$ cat src/rtl/ook_demod_pkg.sv
// ook_demod_pkg: shared FSM state type and default-geometry constants for ook_demod.
// CHECK exists only when OOK_DEMOD_PARITY_EN is defined.
package ook_demod_pkg;
    typedef enum logic [2:0] {
        IDLE,
        HUNT,
        PAYLOAD,
`ifdef OOK_DEMOD_PARITY_EN
        CHECK,
`endif
        DONE
    } state_e;
    localparam int PRE_W    = 8;
    localparam int LOG2_SPS = $clog2(16);
    localparam int ACC_W    = 16 + 1 + LOG2_SPS;
endpackage

$ cat src/rtl/ook_demod_iq_mag.sv
// iq_mag: saturating |I|,|Q| and alpha-max/beta-min magnitude, registered one cycle
// after the input strobe together with a matching valid.
module iq_mag #(
    parameter int NIN = 16
) (
    input  logic                  clk,
    input  logic                  rst,
    input  logic                  in_valid_i,
    input  logic signed [NIN-1:0] i_i,
    input  logic signed [NIN-1:0] q_i,
    output logic [NIN:0]          mag_o,
    output logic                  mag_valid_o
);
    logic [NIN-1:0] a, b, mx, mn;
    logic [NIN:0]   mag_d, mag_q;
    logic           valid_q;

    function automatic logic [NIN-1:0] sat_abs(input logic [NIN-1:0] x);
        return (x == {1'b1, {(NIN-1){1'b0}}}) ? {1'b0, {(NIN-1){1'b1}}} :
               (x[NIN-1] ? ~x + 1'b1 : x);
    endfunction

    assign a     = sat_abs(i_i);
    assign b     = sat_abs(q_i);
    assign mx    = (a > b) ? a : b;
    assign mn    = (a > b) ? b : a;
    assign mag_d = {1'b0, mx} + {2'b00, mn[NIN-1:1]};

    always_ff @(posedge clk or posedge rst) begin
        if (rst) begin
            mag_q   <= '0;
            valid_q <= 1'b0;
        end else begin
            valid_q <= in_valid_i;
            if (in_valid_i) mag_q <= mag_d;
        end
    end

    assign mag_o       = mag_q;
    assign mag_valid_o = valid_q;
endmodule

$ cat src/rtl/ook_demod.sv
// ook_demod: OOK symbol slicer plus preamble-hunting frame FSM.
// Define OOK_DEMOD_PARITY_EN to append and check an even-parity bit after the payload.
module ook_demod
    import ook_demod_pkg::*;
#(
    parameter int           NIN      = 16,
    parameter int           SPS      = 16,
    parameter logic [7:0]   PREAMBLE = 8'hA5,
    parameter int           PAY_BITS = 8
) (
    input  logic                  clk,
    input  logic                  rst,
    input  logic                  en,
    input  logic                  in_valid,
    input  logic signed [NIN-1:0] I_in,
    input  logic signed [NIN-1:0] Q_in,
    input  logic [NIN-1:0]        thresh,
    output logic                  sym_valid,
    output logic                  sym_bit,
    output logic                  frame_valid,
    output logic [7:0]            frame_data,
    output logic                  locked,
    output logic                  parity_err
);
    localparam int LSPS = $clog2(SPS);
    localparam int AW   = NIN + 1 + LSPS;
`ifdef OOK_DEMOD_PARITY_EN
    localparam int PW   = PAY_BITS + 1;
`else
    localparam int PW   = PAY_BITS;
`endif

    logic [NIN:0]      mag;
    logic              mag_valid;
    state_e            state_q, state_d;
    logic [AW-1:0]     acc_q, acc_d, sum;
    logic [LSPS-1:0]   cnt_q, cnt_d;
    logic              below_q, below_d, above, active;
    logic              sym_valid_q, sym_valid_d, sym_bit_q, sym_bit_d;
    logic [PRE_W-1:0]  sr_q, sr_d, sr_n;
    logic [PW-1:0]     pay_q, pay_d, pay_n;
    logic [3:0]        bcnt_q, bcnt_d;
    logic [7:0]        frame_data_q, frame_data_d;

    iq_mag #(.NIN(NIN)) u_mag (
        .clk        (clk),
        .rst        (rst),
        .in_valid_i (in_valid),
        .i_i        (I_in),
        .q_i        (Q_in),
        .mag_o      (mag),
        .mag_valid_o(mag_valid)
    );

    assign sum    = acc_q + AW'(mag);
    assign above  = mag >= {1'b0, thresh};
    assign active = (state_q == HUNT) || (state_q == PAYLOAD);
    assign sr_n   = PRE_W'({sr_q, sym_bit_q});
    assign pay_n  = PW'({pay_q, sym_bit_q});

    always_comb begin
        state_d      = state_q;
        acc_d        = acc_q;
        cnt_d        = cnt_q;
        below_d      = below_q;
        sym_valid_d  = 1'b0;
        sym_bit_d    = 1'b0;
        sr_d         = sr_q;
        pay_d        = pay_q;
        bcnt_d       = bcnt_q;
        frame_data_d = frame_data_q;
        if (active && mag_valid) begin
            below_d = !above;
            // a low-to-high crossing while hunting restarts the symbol on this sample
            if (state_q == HUNT && above && below_q) begin
                acc_d = AW'(mag);
                cnt_d = LSPS'(1);
            end else if (&cnt_q) begin
                acc_d       = '0;
                cnt_d       = '0;
                sym_valid_d = 1'b1;
                sym_bit_d   = (sum >> LSPS) >= AW'(thresh);
            end else begin
                acc_d = sum;
                cnt_d = cnt_q + 1'b1;
            end
        end
        case (state_q)
            IDLE: begin
                acc_d   = '0;
                cnt_d   = '0;
                below_d = 1'b0;
                sr_d    = '0;
                pay_d   = '0;
                bcnt_d  = '0;
                state_d = en ? HUNT : IDLE;
            end
            HUNT: if (sym_valid_q) begin
                sr_d = sr_n;
                if (sr_n == PREAMBLE) begin
                    state_d = PAYLOAD;
                    sr_d    = '0;
                    pay_d   = '0;
                    bcnt_d  = '0;
                end
            end
            PAYLOAD: if (sym_valid_q) begin
                pay_d  = pay_n;
                bcnt_d = bcnt_q + 4'd1;
                if (bcnt_q == 4'(PW - 1)) begin
`ifdef OOK_DEMOD_PARITY_EN
                    state_d = CHECK;
`else
                    state_d      = DONE;
                    frame_data_d = 8'(pay_n);
`endif
                end
            end
`ifdef OOK_DEMOD_PARITY_EN
            CHECK: begin
                state_d      = (~^pay_q) ? DONE : HUNT;
                frame_data_d = (~^pay_q) ? 8'(pay_q >> 1) : frame_data_q;
            end
`endif
            DONE: begin
                sr_d    = '0;
                state_d = HUNT;
            end
            default: state_d = IDLE;
        endcase
        if (!en) state_d = IDLE;
    end

    always_ff @(posedge clk or posedge rst) begin
        if (rst) begin
            state_q      <= IDLE;
            acc_q        <= '0;
            cnt_q        <= '0;
            below_q      <= 1'b0;
            sym_valid_q  <= 1'b0;
            sym_bit_q    <= 1'b0;
            sr_q         <= '0;
            pay_q        <= '0;
            bcnt_q       <= '0;
            frame_data_q <= '0;
        end else begin
            state_q      <= state_d;
            acc_q        <= acc_d;
            cnt_q        <= cnt_d;
            below_q      <= below_d;
            sym_valid_q  <= sym_valid_d;
            sym_bit_q    <= sym_bit_d;
            sr_q         <= sr_d;
            pay_q        <= pay_d;
            bcnt_q       <= bcnt_d;
            frame_data_q <= frame_data_d;
        end
    end

    assign sym_valid   = sym_valid_q;
    assign sym_bit     = sym_bit_q;
    assign frame_valid = state_q == DONE;
    assign frame_data  = frame_data_q;
    assign locked      = state_q == PAYLOAD;
`ifdef OOK_DEMOD_PARITY_EN
    assign parity_err  = (state_q == CHECK) && ^pay_q;
`else
    assign parity_err  = 1'b0;
`endif
endmodule

$ cat config.mk
export PLATFORM = sky130hd
export DESIGN_NAME = ook_demod
export DESIGN_NICKNAME = d
export VERILOG_FILES = /design/src/rtl/ook_demod_pkg.sv /design/src/rtl/ook_demod_iq_mag.sv /design/src/rtl/ook_demod.sv
export SDC_FILE = /design/constraint.sdc
export NUM_CORES = 1
export LEC_CHECK = 0
export BUFFER_PORTS_ARGS = -buffer_cell sky130_fd_sc_hd__buf_2
export CAP_MARGIN = 20
export CORE_UTILIZATION = 45
export CTS_CLUSTER_DIAMETER = 30
export CTS_CLUSTER_SIZE = 8
export DETAILED_ROUTE_END_ITERATION = 7
export PLACE_DENSITY = 0.76
export SLEW_MARGIN = 30
export SYNTH_ARGS = -nofsm -noshare
export SYNTH_HDL_FRONTEND = slang
export SYNTH_SLANG_ARGS = --single-unit
$ cat constraint.sdc
create_clock -name clk -period 2.95 [get_ports clk]
set_input_delay 0.1475 -clock clk [delete_from_list [all_inputs] [get_ports clk]]
set_output_delay 0.1475 -clock clk [all_outputs]
set_load 0.005 [all_outputs]
==> metrics.yaml <==
tightest_slew_ns: 0.688
grt_antenna_before_repair: 0
dr.pass1.iters: 5
internal-power_uw: 4960
rsz0062_at_grt: "yes"
worstSetupStartpointType: "primary input"
dp_worst_setup_slack_ns: -2.62
via_per_inst: 5.78
fmax_mhz: 194
worst_r2r_path_depth: 14
port_buffers: 63
ant_nets: 0
cts_tree: "built"
hold_buffers: 0
place_inst: 1265
worstSetupStartpoint: "Q_in[0]"
pwr-share-comb_pct: 70.5
clock_latency_ns: 0.35
drive_gt1_share_pct: 41.0
placeableCoreArea_sq_um: 15200
pin_count: 65
groute.usage.overall_pct: 26.1
ys_types: 72
status: "finished, violations left"
clockBufferDepth: 2
yosysMostFrequentCell: "nand2_1"
crit_path_max_fanout: 6
numCtsBuffers: 9
start_util_pct: 46.2
setup_slack_ns: -2.21
power.density_nw_per_um2: 843
grt_max_degree: 75
fin_crit_sh_pct: 175
violations: "hold timing, setup timing"
root_buffer: "clkbuf_16"
ys_warn_count: 0
r2r-end: "sym_bit$_DFF_PP0_"
max_cap_violations: 0
slew_headroom_pct: 54.1
netlist_area_sq_um: 7020
synth_top_cell_by_area: "dfrtp_1"
crit_path_end_kind: "flip-flop"
drt_wl_total_um: 22200
gr-total-overflow: 0
syn_avg_cell_area_sq_um: 8.49
fin_nets: 1259
place_congestion: 0.903
setup.worst_path.end: "u_mag.mag_o[12]$_DFFE_PP0P_"
rows: 45
synth_edf_count: 0
ir_drop_mv: 0.429
dieArea_sq_um: 16100
final_core_util_pct: 67.3
hpwl_um: 15200
criticalPathCategory: "in2reg"
final.setup_skew_ns: 0.0140
synth_top_cells_by_area: "dfrtp_1 (26%), ha_1 (16%), mux2_2 (4.8%)"
p_seq_share_pct: 16.0
diodes: 0
dieHeight_um: 127
h-tree-depth: 3
ys.flop_type: "dfrtp_1"
final_area_sq_um: 10200
hp-class: "in2async"
yosys-top-cells-count: "nand2_1 (90), ha_1 (88), dfrtp_1 (74), inv_1 (62), o21ai_0 (53)"
grt_pass1_vias: 7455
area_growth_pct: 45.8
layout.cells.non_filler: 1310
syn_nets: 969
drc: 0
yosysTopAreaCellShare_pct: 26.4
setup_violations: 19
first_iter_violations: 632
p_sw_uw: 3670
r2r_start: "u_mag.mag_o[5]$_DFFE_PP0P_"
n_fill_cell: 1099
clk_pin_slew_ns: 0.07
dieWidth_um: 127
routedWlPerCell_um: 16.9
route.vias.total: 7567
place_area_sq_um: 9220
cts_num_sinks: 74
hold_slack_ns: -0.0181
p_leak_uw: 0.00509
drv_slew: 0
switching_share_pct: 42.5
async_flop_share_pct: 100
grt_pass1_wl_um: 33900
cp.required_ns: 3.19
p_clk_share_pct: 13.5
fin_crit_ns: 5.16
synthCells: 827
synth-seq-cells: 74
hold_viol: 26
reg2reg_setup_slack_ns: -0.59
seq_area_frac_synth_pct: 26.4
cp.arrival_ns: 5.40
-- power by group through the flow --
stage	Combinational, uW	Clock [uW]	Sequential (uW)
4_1_cts	5570	1160	1380
3_5_place_dp	5170	0	1390
5_1_grt	6580	1210	1410
3_3_place_gp	4970	0	1380
2_1_floorplan	3020	0	1390
6_report	6090	1160	1380
-- layout make-up --
cell class	count	area [sq um]	area share, %
clock buffers	10	239	2.33
clock inverters	6	71.3	0.697
inverters	62	240	2.35
multi-input cells	660	5360	52.3
flip-flops and latches	74	1850	18.1
well taps	188	235	2.30
repair buffers	310	2240	21.9
-- cell usage in the layout (no fill, tap or decap), drive strengths merged, types with 4 or more instances in the layout --
cell type and count:
buf 310, nor3 18, dfrtp 74, a31o 6
nand2b 7, o21a 6, nand2 90, o211ai 4
a2111oi 4, nor2 47, a21oi 46, a21o 17
or4 5, a22oi 11, ha 88, mux2 30
xor2 25, clkbuf 10, mux2i 10, and2 5
inv 65, a211oi 7, xnor2 24, o31ai 5
o21bai 6, o21ai 60, a31oi 13, nand4 14
or2 7, a22o 8, nand3 25, and3 6
o41ai 4, nor2b 9
-- routing by layer --
layer	up-vias	global-route usage (%)	routed length [um]
li1	3592	-	-
met4	0	13.6	977
met1	3614	30.5	8800
met5	-	0	0
met3	77	2.95	1140
met2	284	46.9	11200
-- per-stage QoR --
step / hold slack [ns] / total power (uW) / setup TNS, ns
global route: 0.0470 / 9200 / -33.42
finish: -0.0181 / 8630 / -29.79
global placement: 0.382 / 6350 / -34.85
floorplan: 0.179 / 4400 / -28.31
detailed placement: 0.384 / 6560 / -36.83
CTS: 0.0318 / 8100 / -27.95
-- worst min path at each step --
stage / from / to / slack [ns]
finish: rst / sr_q[5]$_DFFE_PP0P_ / -0.02
global route: rst / sr_q[6]$_DFFE_PP0P_ / 0.05
CTS: en / state_q[0]$_DFFE_PP0P_ / 0.03
detailed placement: en / state_q[0]$_DFFE_PP0P_ / 0.38
global placement: en / state_q[0]$_DFFE_PP0P_ / 0.38
floorplan: in_valid / u_mag.mag_valid_o$_DFF_PP0_ / 0.18
-- registers in the layout (all words and copies together), names as in the netlist --
signal / count
sym_bit: 1
cnt_q: 4
sr_q: 7
acc_q: 21
u_mag.mag_o: 17
state_q: 2
sym_valid: 1
u_mag.mag_valid_o: 1
frame_data: 8
bcnt_q: 4
below_q: 1
pay_q: 7
-- critical path: stages --
cell	delay, ns
buf_8	0.10
inv_4	0.05
ha_4	0.13
nand2_2	0.05
or3_4	0.38
or4_4	0.46
inv_2	0.08
nand2_2	0.06
buf_6	0.11
o211a_1	0.14
ha_1	0.33
nor2b_1	0.16
o211ai_1	0.17
a2111oi_4	0.40
nor3_4	0.09
a21oi_4	0.16
buf_12	0.15
buf_6	0.11
mux2i_1	0.22
ha_2	0.33
a211oi_2	0.27
o21bai_2	0.12
a31o_2	0.24
nand4_1	0.11
nand3_2	0.12
o41ai_4	0.32
xnor2_1	0.13
mux2_4	0.26
-- cell families (layout without fill, tap and decap cells) --
family | count (synthesis) | count (layout) | share of synthesized area (%)
xor gates and xnor gates | 49 | 49 | 6.11
other | 1 | 1 | 0.0534
muxes | 40 | 40 | 6.24
buffers and inverters | 94 | 388 | 5.34
AOI/OAI and AO/OA | 228 | 229 | 22.4
and+or+nand+nor | 251 | 251 | 17.2
DFF | 74 | 74 | 26.4
adders and majority gates | 90 | 90 | 16.2
-- repair_timing --
action,4_1_cts,5_1_grt
cloned,2,0
setup endpoints to repair,24,40
setup buffers,14,17
gates resized for setup,54,51
pin swaps,44,54
(Power assumes the default switching activity.)
